`src/rtl/nfu_tile_sequencer_pkg.sv`:
```
// Shared definitions for the NFU tile sequencer: FSM states, tag flag layout
// and the default NFU-1 pipeline depth.
package nfu_tile_sequencer_pkg;

  // SRAM read (1) + nb_in_reg/sb_reg (1) + nfu1_out_reg (1)
  localparam int unsigned NFU1_PIPE_LAT = 3;

  typedef enum logic [1:0] {
    ST_IDLE  = 2'd0,
    ST_ISSUE = 2'd1,
    ST_DRAIN = 2'd2,
    ST_DONE  = 2'd3
  } seq_state_e;

  // Tag record is {valid, first, last, out_tile}; out_tile width follows CNT_W.
  typedef struct packed {
    logic valid;
    logic first;
    logic last;
  } tag_flags_t;

  localparam int unsigned TAG_FLAGS_W = $bits(tag_flags_t);

  function automatic int unsigned tag_width(input int unsigned cnt_w);
    return TAG_FLAGS_W + cnt_w;
  endfunction

endpackage

```
`src/rtl/nfu_tag_pipe.sv`:
```
// DEPTH-stage tag shift register that travels alongside the NFU-1 datapath.
// Shifts only when enabled; synchronous clear empties every stage.
module nfu_tag_pipe #(
  parameter int unsigned W     = 11,
  parameter int unsigned DEPTH = 3
) (
  input  logic         clk,
  input  logic         i_clr,
  input  logic         i_en,
  input  logic [W-1:0] i_tag,
  output logic [W-1:0] o_tag
);

  logic [W-1:0] stage_q [DEPTH];
  logic [W-1:0] stage_d [DEPTH];

  always_comb begin
    stage_d = stage_q;
    if (i_en) begin
      stage_d[0] = i_tag;
      for (int unsigned i = 1; i < DEPTH; i++) begin
        stage_d[i] = stage_q[i-1];
      end
    end
  end

  always_ff @(posedge clk) begin
    if (i_clr) begin
      for (int unsigned i = 0; i < DEPTH; i++) begin
        stage_q[i] <= '0;
      end
    end else begin
      stage_q <= stage_d;
    end
  end

  assign o_tag = stage_q[DEPTH-1];

endmodule

```
`src/rtl/nfu_tile_sequencer.sv`:
```
// Issues one layer of NBin/SB tile reads (outer loop output tiles, inner loop
// input tiles) and carries valid/first/last/out_tile tags aligned to NFU-1 output.
module nfu_tile_sequencer
  import nfu_tile_sequencer_pkg::*;
#(
  parameter int unsigned CNT_W    = 8,
  parameter int unsigned ADDR_W   = 16,
  parameter int unsigned PIPE_LAT = NFU1_PIPE_LAT
) (
  input  logic              clk,
  input  logic              rst,
  input  logic              i_start,
  input  logic [CNT_W-1:0]  i_num_in_tiles,
  input  logic [CNT_W-1:0]  i_num_out_tiles,
  input  logic              i_stall,
  output logic              o_pipe_en,
  output logic              o_busy,
  output logic              o_nbin_rd_en,
  output logic [ADDR_W-1:0] o_nbin_addr,
  output logic              o_sb_rd_en,
  output logic [ADDR_W-1:0] o_sb_addr,
  output logic              o_valid,
  output logic              o_first,
  output logic              o_last,
  output logic [CNT_W-1:0]  o_out_tile,
  output logic              o_done
);

  typedef struct packed {
    tag_flags_t       flags;
    logic [CNT_W-1:0] out_tile;
  } tag_t;

  localparam int unsigned      TAG_W   = tag_width(CNT_W);
  localparam logic [CNT_W-1:0] CNT_ONE = CNT_W'(1);

  seq_state_e        state_q, state_d;
  logic [CNT_W-1:0]  num_in_q, num_in_d;
  logic [CNT_W-1:0]  num_out_q, num_out_d;
  logic [CNT_W-1:0]  in_q, in_d;
  logic [CNT_W-1:0]  out_q, out_d;
  logic [ADDR_W-1:0] sb_q, sb_d;

  tag_t tag_in, tag_out;
  logic issue, in_last, out_last, final_at_out;

  assign issue    = (state_q == ST_ISSUE) && !i_stall;
  assign in_last  = (in_q == num_in_q - CNT_ONE);
  assign out_last = (out_q == num_out_q - CNT_ONE);
  // Only the layer's final tile carries last with the highest out_tile index.
  assign final_at_out = tag_out.flags.valid && tag_out.flags.last &&
                        (tag_out.out_tile == num_out_q - CNT_ONE);

  always_comb begin
    tag_in = '0;
    if (issue) begin
      tag_in.flags.valid = 1'b1;
      tag_in.flags.first = (in_q == '0);
      tag_in.flags.last  = in_last;
      tag_in.out_tile    = out_q;
    end
  end

  always_comb begin
    state_d   = state_q;
    num_in_d  = num_in_q;
    num_out_d = num_out_q;
    in_d      = in_q;
    out_d     = out_q;
    sb_d      = sb_q;
    if (!i_stall) begin
      case (state_q)
        ST_IDLE: begin
          if (i_start && (i_num_in_tiles != '0) && (i_num_out_tiles != '0)) begin
            num_in_d  = i_num_in_tiles;
            num_out_d = i_num_out_tiles;
            in_d      = '0;
            out_d     = '0;
            sb_d      = '0;
            state_d   = ST_ISSUE;
          end
        end
        ST_ISSUE: begin
          sb_d = sb_q + ADDR_W'(1);
          if (in_last) begin
            in_d  = '0;
            out_d = out_q + CNT_ONE;
            if (out_last) state_d = ST_DRAIN;
          end else begin
            in_d = in_q + CNT_ONE;
          end
        end
        ST_DRAIN: if (final_at_out) state_d = ST_DONE;
        ST_DONE:  state_d = ST_IDLE;
        default:  state_d = ST_IDLE;
      endcase
    end else if (state_q == ST_DONE) begin
      // A stall never stretches the done pulse.
      state_d = ST_IDLE;
    end
  end

  always_ff @(posedge clk) begin
    if (rst) begin
      state_q   <= ST_IDLE;
      num_in_q  <= '0;
      num_out_q <= '0;
      in_q      <= '0;
      out_q     <= '0;
      sb_q      <= '0;
    end else begin
      state_q   <= state_d;
      num_in_q  <= num_in_d;
      num_out_q <= num_out_d;
      in_q      <= in_d;
      out_q     <= out_d;
      sb_q      <= sb_d;
    end
  end

  nfu_tag_pipe #(
    .W     (TAG_W),
    .DEPTH (PIPE_LAT)
  ) u_tag_pipe (
    .clk   (clk),
    .i_clr (rst),
    .i_en  (!i_stall),
    .i_tag (tag_in),
    .o_tag (tag_out)
  );

  assign o_pipe_en    = ~i_stall;
  assign o_busy       = (state_q == ST_ISSUE) || (state_q == ST_DRAIN);
  assign o_nbin_rd_en = issue && !rst;
  assign o_sb_rd_en   = o_nbin_rd_en;
  assign o_nbin_addr  = ADDR_W'(in_q);
  assign o_sb_addr    = sb_q;
  assign o_valid      = tag_out.flags.valid;
  assign o_first      = tag_out.flags.first;
  assign o_last       = tag_out.flags.last;
  assign o_out_tile   = tag_out.out_tile;
  assign o_done       = (state_q == ST_DONE);

endmodule

```
`config.mk`:
```
export PLATFORM = sky130hd
export DESIGN_NAME = nfu_tile_sequencer
export DESIGN_NICKNAME = d
export VERILOG_FILES = /design/src/rtl/nfu_tile_sequencer_pkg.sv /design/src/rtl/nfu_tag_pipe.sv /design/src/rtl/nfu_tile_sequencer.sv
export SDC_FILE = /design/constraint.sdc
export NUM_CORES = 1
export LEC_CHECK = 0
export ABC_AREA = 0
export BUFFER_PORTS_ARGS = -buffer_cell sky130_fd_sc_hd__buf_2
export CAP_MARGIN = 20
export CORE_MARGIN = 2
export CORE_UTILIZATION = 35
export DETAILED_ROUTE_END_ITERATION = 12
export SETUP_SLACK_MARGIN = 0.15
export SYNTH_ARGS = -nofsm -noshare
export SYNTH_HDL_FRONTEND = slang
export SYNTH_SLANG_ARGS = --single-unit
```
`constraint.sdc`:
```
create_clock -name clk -period 2.76 [get_ports clk]
set_input_delay 0.414 -clock clk [delete_from_list [all_inputs] [get_ports clk]]
set_output_delay 0.414 -clock clk [all_outputs]
set_load 0.1 [all_outputs]
```
==> flow_metrics.env <==
export IMPL_outcome="completed"
export IMPL_die_area_um2=13000
export IMPL_reg2reg_from="num_in_q[1]$_SDFFE_PP0P_"
export IMPL_powerDensity_nw_per_um2=624
export IMPL_period_share_pct=96.2
export IMPL_fin_nets=570
export IMPL_crit_buf_inv=1
export IMPL_pin_count=68
export IMPL_r2r_slack_ps=100
export IMPL_multi_input_area_um2=2340
export IMPL_final_hold_viol_count=0
export IMPL_whs_path_depth=3
export IMPL_synth_area_um2=4220
export IMPL_cts_buffers=9
export IMPL_grt_max_degree=44
export IMPL_rsz0062_at_grt="yes"
export IMPL_synth_cells=485
export IMPL_drive_above_1_share_pct=21.5
export IMPL_rr_worst_depth=8
export IMPL_htreeDepth=3
export IMPL_ys_seq_elements=83
export IMPL_fin_tns_setup_ps=0
export IMPL_cpPeakStageDelay_ps=560
export IMPL_grt_pass1_vias=3279
export IMPL_ys_types=48
export IMPL_hold_buffers=0
export IMPL_seq_area_um2=1680
export IMPL_fmax_ghz=0.377
export IMPL_worst_slew_pin_slew_ps=621
export IMPL_vias=3509
export IMPL_drt_first_pass_iters=4
export IMPL_cts_reportedPaths_clkPinSlew_ps=70
export IMPL_dpl_cell_area_um2=4630
export IMPL_r2r_end="out_q[6]$_SDFFE_PP0P_"
export IMPL_die_x_um=114
export IMPL_crit_path_end_kind="flop"
export IMPL_cts_tree="done"
export IMPL_async_reset_ff_share_pct=0
export IMPL_synth_edf_count=0
export IMPL_avgRoutedWirePerCell_um=14.0
export IMPL_crit_arrival_ps=2890
export IMPL_initial_utilization_pct=35.4
export IMPL_ir_drop_uv=448
export IMPL_avgSynthCellArea_um2=8.70
export IMPL_antenna_found_initial=0
export IMPL_grt_pass1_wl_mm=16.1
export IMPL_clk_path_buf_depth=2
export IMPL_die_h_um=114
export IMPL_critical_path_top_delay_family="simple AND/OR/NAND/NOR gates"
export IMPL_grt_overflow_total=0
export IMPL_cp_data_required_time_ps=3000
export IMPL_maxSlewHeadroom_pct=58.3
export IMPL_setup_viol=0
export IMPL_cts_root_buf="clkbuf_16"
export IMPL_slew_viol_final=0
export IMPL_cellLeakagePower_nw=2.18
export IMPL_setup_worst_path_class="reg -> reg"
export IMPL_clk_latency_ps=340
export IMPL_ys_top_cells_by_count="83 x dfxtp_1, 83 x nor2_1, 39 x mux2i_1"
export IMPL_diodes=0
export IMPL_dp_hpwl_mm=6.91
export IMPL_port_buffers=59
export IMPL_layoutNonFillerInstCount=690
export IMPL_path_depth=8
export IMPL_grt_total_usage_pct=15.3
export IMPL_synth_top_area_cell="dfxtp_1"
export IMPL_ant_nets=0
export IMPL_crit_path_start_kind="flop"
export IMPL_cap_violations=0
export IMPL_dp_cells=670
export IMPL_min_to="num_out_q[7]$_SDFFE_PP0P_"
export IMPL_path_cells="or4_4, nor4_4, xnor2_1, or4_4, buf_4, a2111oi_4, a211oi_1, a31o_2"
export IMPL_drt_iter0_markers=199
export IMPL_ys_seq_area_share_pct=39.4
export IMPL_cpMostUsedCell="or4_4"
export IMPL_via_per_inst=5.09
export IMPL_skew_ps=6.42
export IMPL_synth_area_top_cells="dfxtp_1 39%, mux2i_1 9.2%, nor2_1 7.4%, xnor2_1 5.4%, xor2_1 4.8%"
export IMPL_fillerInstances=1214
export IMPL_critPathMaxFanout=4
export IMPL_wl_mm=9.63
export IMPL_cp_slowest_cell="or4_4"
export IMPL_rows=40
export IMPL_hold_start="i_num_out_tiles[7]"
export IMPL_syn2layout_area_growth_pct=19.8
export IMPL_yosysWarnings=0
export IMPL_period_needed_ps=2660
export IMPL_synthFlopType="dfxtp_1"
export IMPL_final_area_um2=5050
export IMPL_cts_sinks=83
export IMPL_drc=0
export IMPL_gp_routability_congestion=0.857
export IMPL_synth_top_area_share_pct=39.4
export IMPL_core_um2=11900
export IMPL_worstHoldPathType="in -> reg"
-- cell families after synthesis --
| kind of cell | count (synthesis) | share of synthesized area (%) |
|---|---|---|
| multiplexers | 39 | 9.25 |
| AND/OR/NAND/NOR | 182 | 20.9 |
| XOR/XNOR | 51 | 11.2 |
| flip-flops | 83 | 39.4 |
| other | 1 | 0.0889 |
| AO/OA/AOI/OAI | 58 | 8.89 |
| adder cells (fa/ha/maj) | 11 | 3.26 |
| buffers and inverters | 60 | 7.03 |
-- layout make-up --
type                       instances  share of cell area [%]
timing repair buffer              79                    8.89
tap                              147                    3.64
clock buffer                       9                    4.46
sequential                        83                    33.2
inverter                          17                    1.26
clock inverter                     6                    2.23
multi-input combinational        349                    46.3
-- per-layer routing --
layer	GRT usage (%)	wire length, um	up-vias
met2	23.9	4490	80
met1	20.6	4490	1673
met3	3.93	527	11
met4	5.61	116	0
li1	-	-	1745
met5	0	0	-
-- report_power, final --
group          leakage, nW  switching [W]  internal (W)
Combinational         1.34       0.000331      0.000183
Clock                0.166       0.000501      0.000884
Sequential           0.676      0.0000348       0.00122
-- how the worst max path moves through the flow --
stage,slack [ps],to,startpoint
2_1_floorplan,130,out_q[5]$_SDFFE_PP0P_,num_in_q[0]$_SDFFE_PP0P_
3_3_place_gp,130,out_q[7]$_SDFFE_PP0P_,num_in_q[0]$_SDFFE_PP0P_
3_5_place_dp,40,state_q[1]$_SDFFE_PP0P_,num_in_q[0]$_SDFFE_PP0P_
4_1_cts,100,out_q[6]$_SDFFE_PP0P_,num_in_q[1]$_SDFFE_PP0P_
5_1_grt,-10,out_q[5]$_SDFFE_PP0P_,num_in_q[1]$_SDFFE_PP0P_
6_report,100,out_q[6]$_SDFFE_PP0P_,num_in_q[1]$_SDFFE_PP0P_
-- what timing repair did --
| action | 4_1_cts | 5_1_grt |
|---|---|---|
| setup endpoints to repair | 5 | 15 |
| resized for setup | 4 | 5 |
| pin swaps | 0 | 3 |
| buffers inserted | 4 | 1 |
-- state kept, by name, indices dropped and copies added (netlist names) --
name                flops
u_tag_pipe.o_tag       11
num_in_q                8
num_out_q               8
u_tag_pipe.stage_q     22
in_q                    8
o_sb_addr              16
out_q                   8
state_q                 2
-- layout by cell type (no fill, tap or decap), types with 11 or more instances in the layout --
cell type	netlist	layout
nand2_1	27	27
buf_4	17	19
nand3_1	16	16
and3_1	11	11
xnor2_1	26	26
buf_2	0	59
inv_1	17	17
a21oi_1	28	27
ha_1	11	11
dfxtp_1	83	73
xor2_1	23	23
mux2i_1	39	39
nor2_1	83	82
-- through the flow --
| step | hold WS, ps | setup slack (ps) | utilization, % | power (W) |
|---|---|---|---|---|
| finish | 327 | 104 | 42.4 | 0.00315 |
| global route | 326 | -13.0 | 42.4 | 0.00329 |
| CTS | 319 | 95.3 | 42.1 | 0.00318 |
| detailed placement | 457 | 41.9 | 38.9 | 0.00178 |
| global placement | 456 | 135 | 38.9 | 0.00177 |
| floorplan | 445 | 127 | - | 0.00168 |
-- worst reg2reg max path: stages, from the launching register on --
cell	delay [ps]
dfxtp_2	330
or4_4	560
nor4_4	160
xnor2_1	90
or4_4	560
buf_4	170
a2111oi_4	330
a211oi_1	130
a31o_2	240
Power figures use the tool's default switching activity.
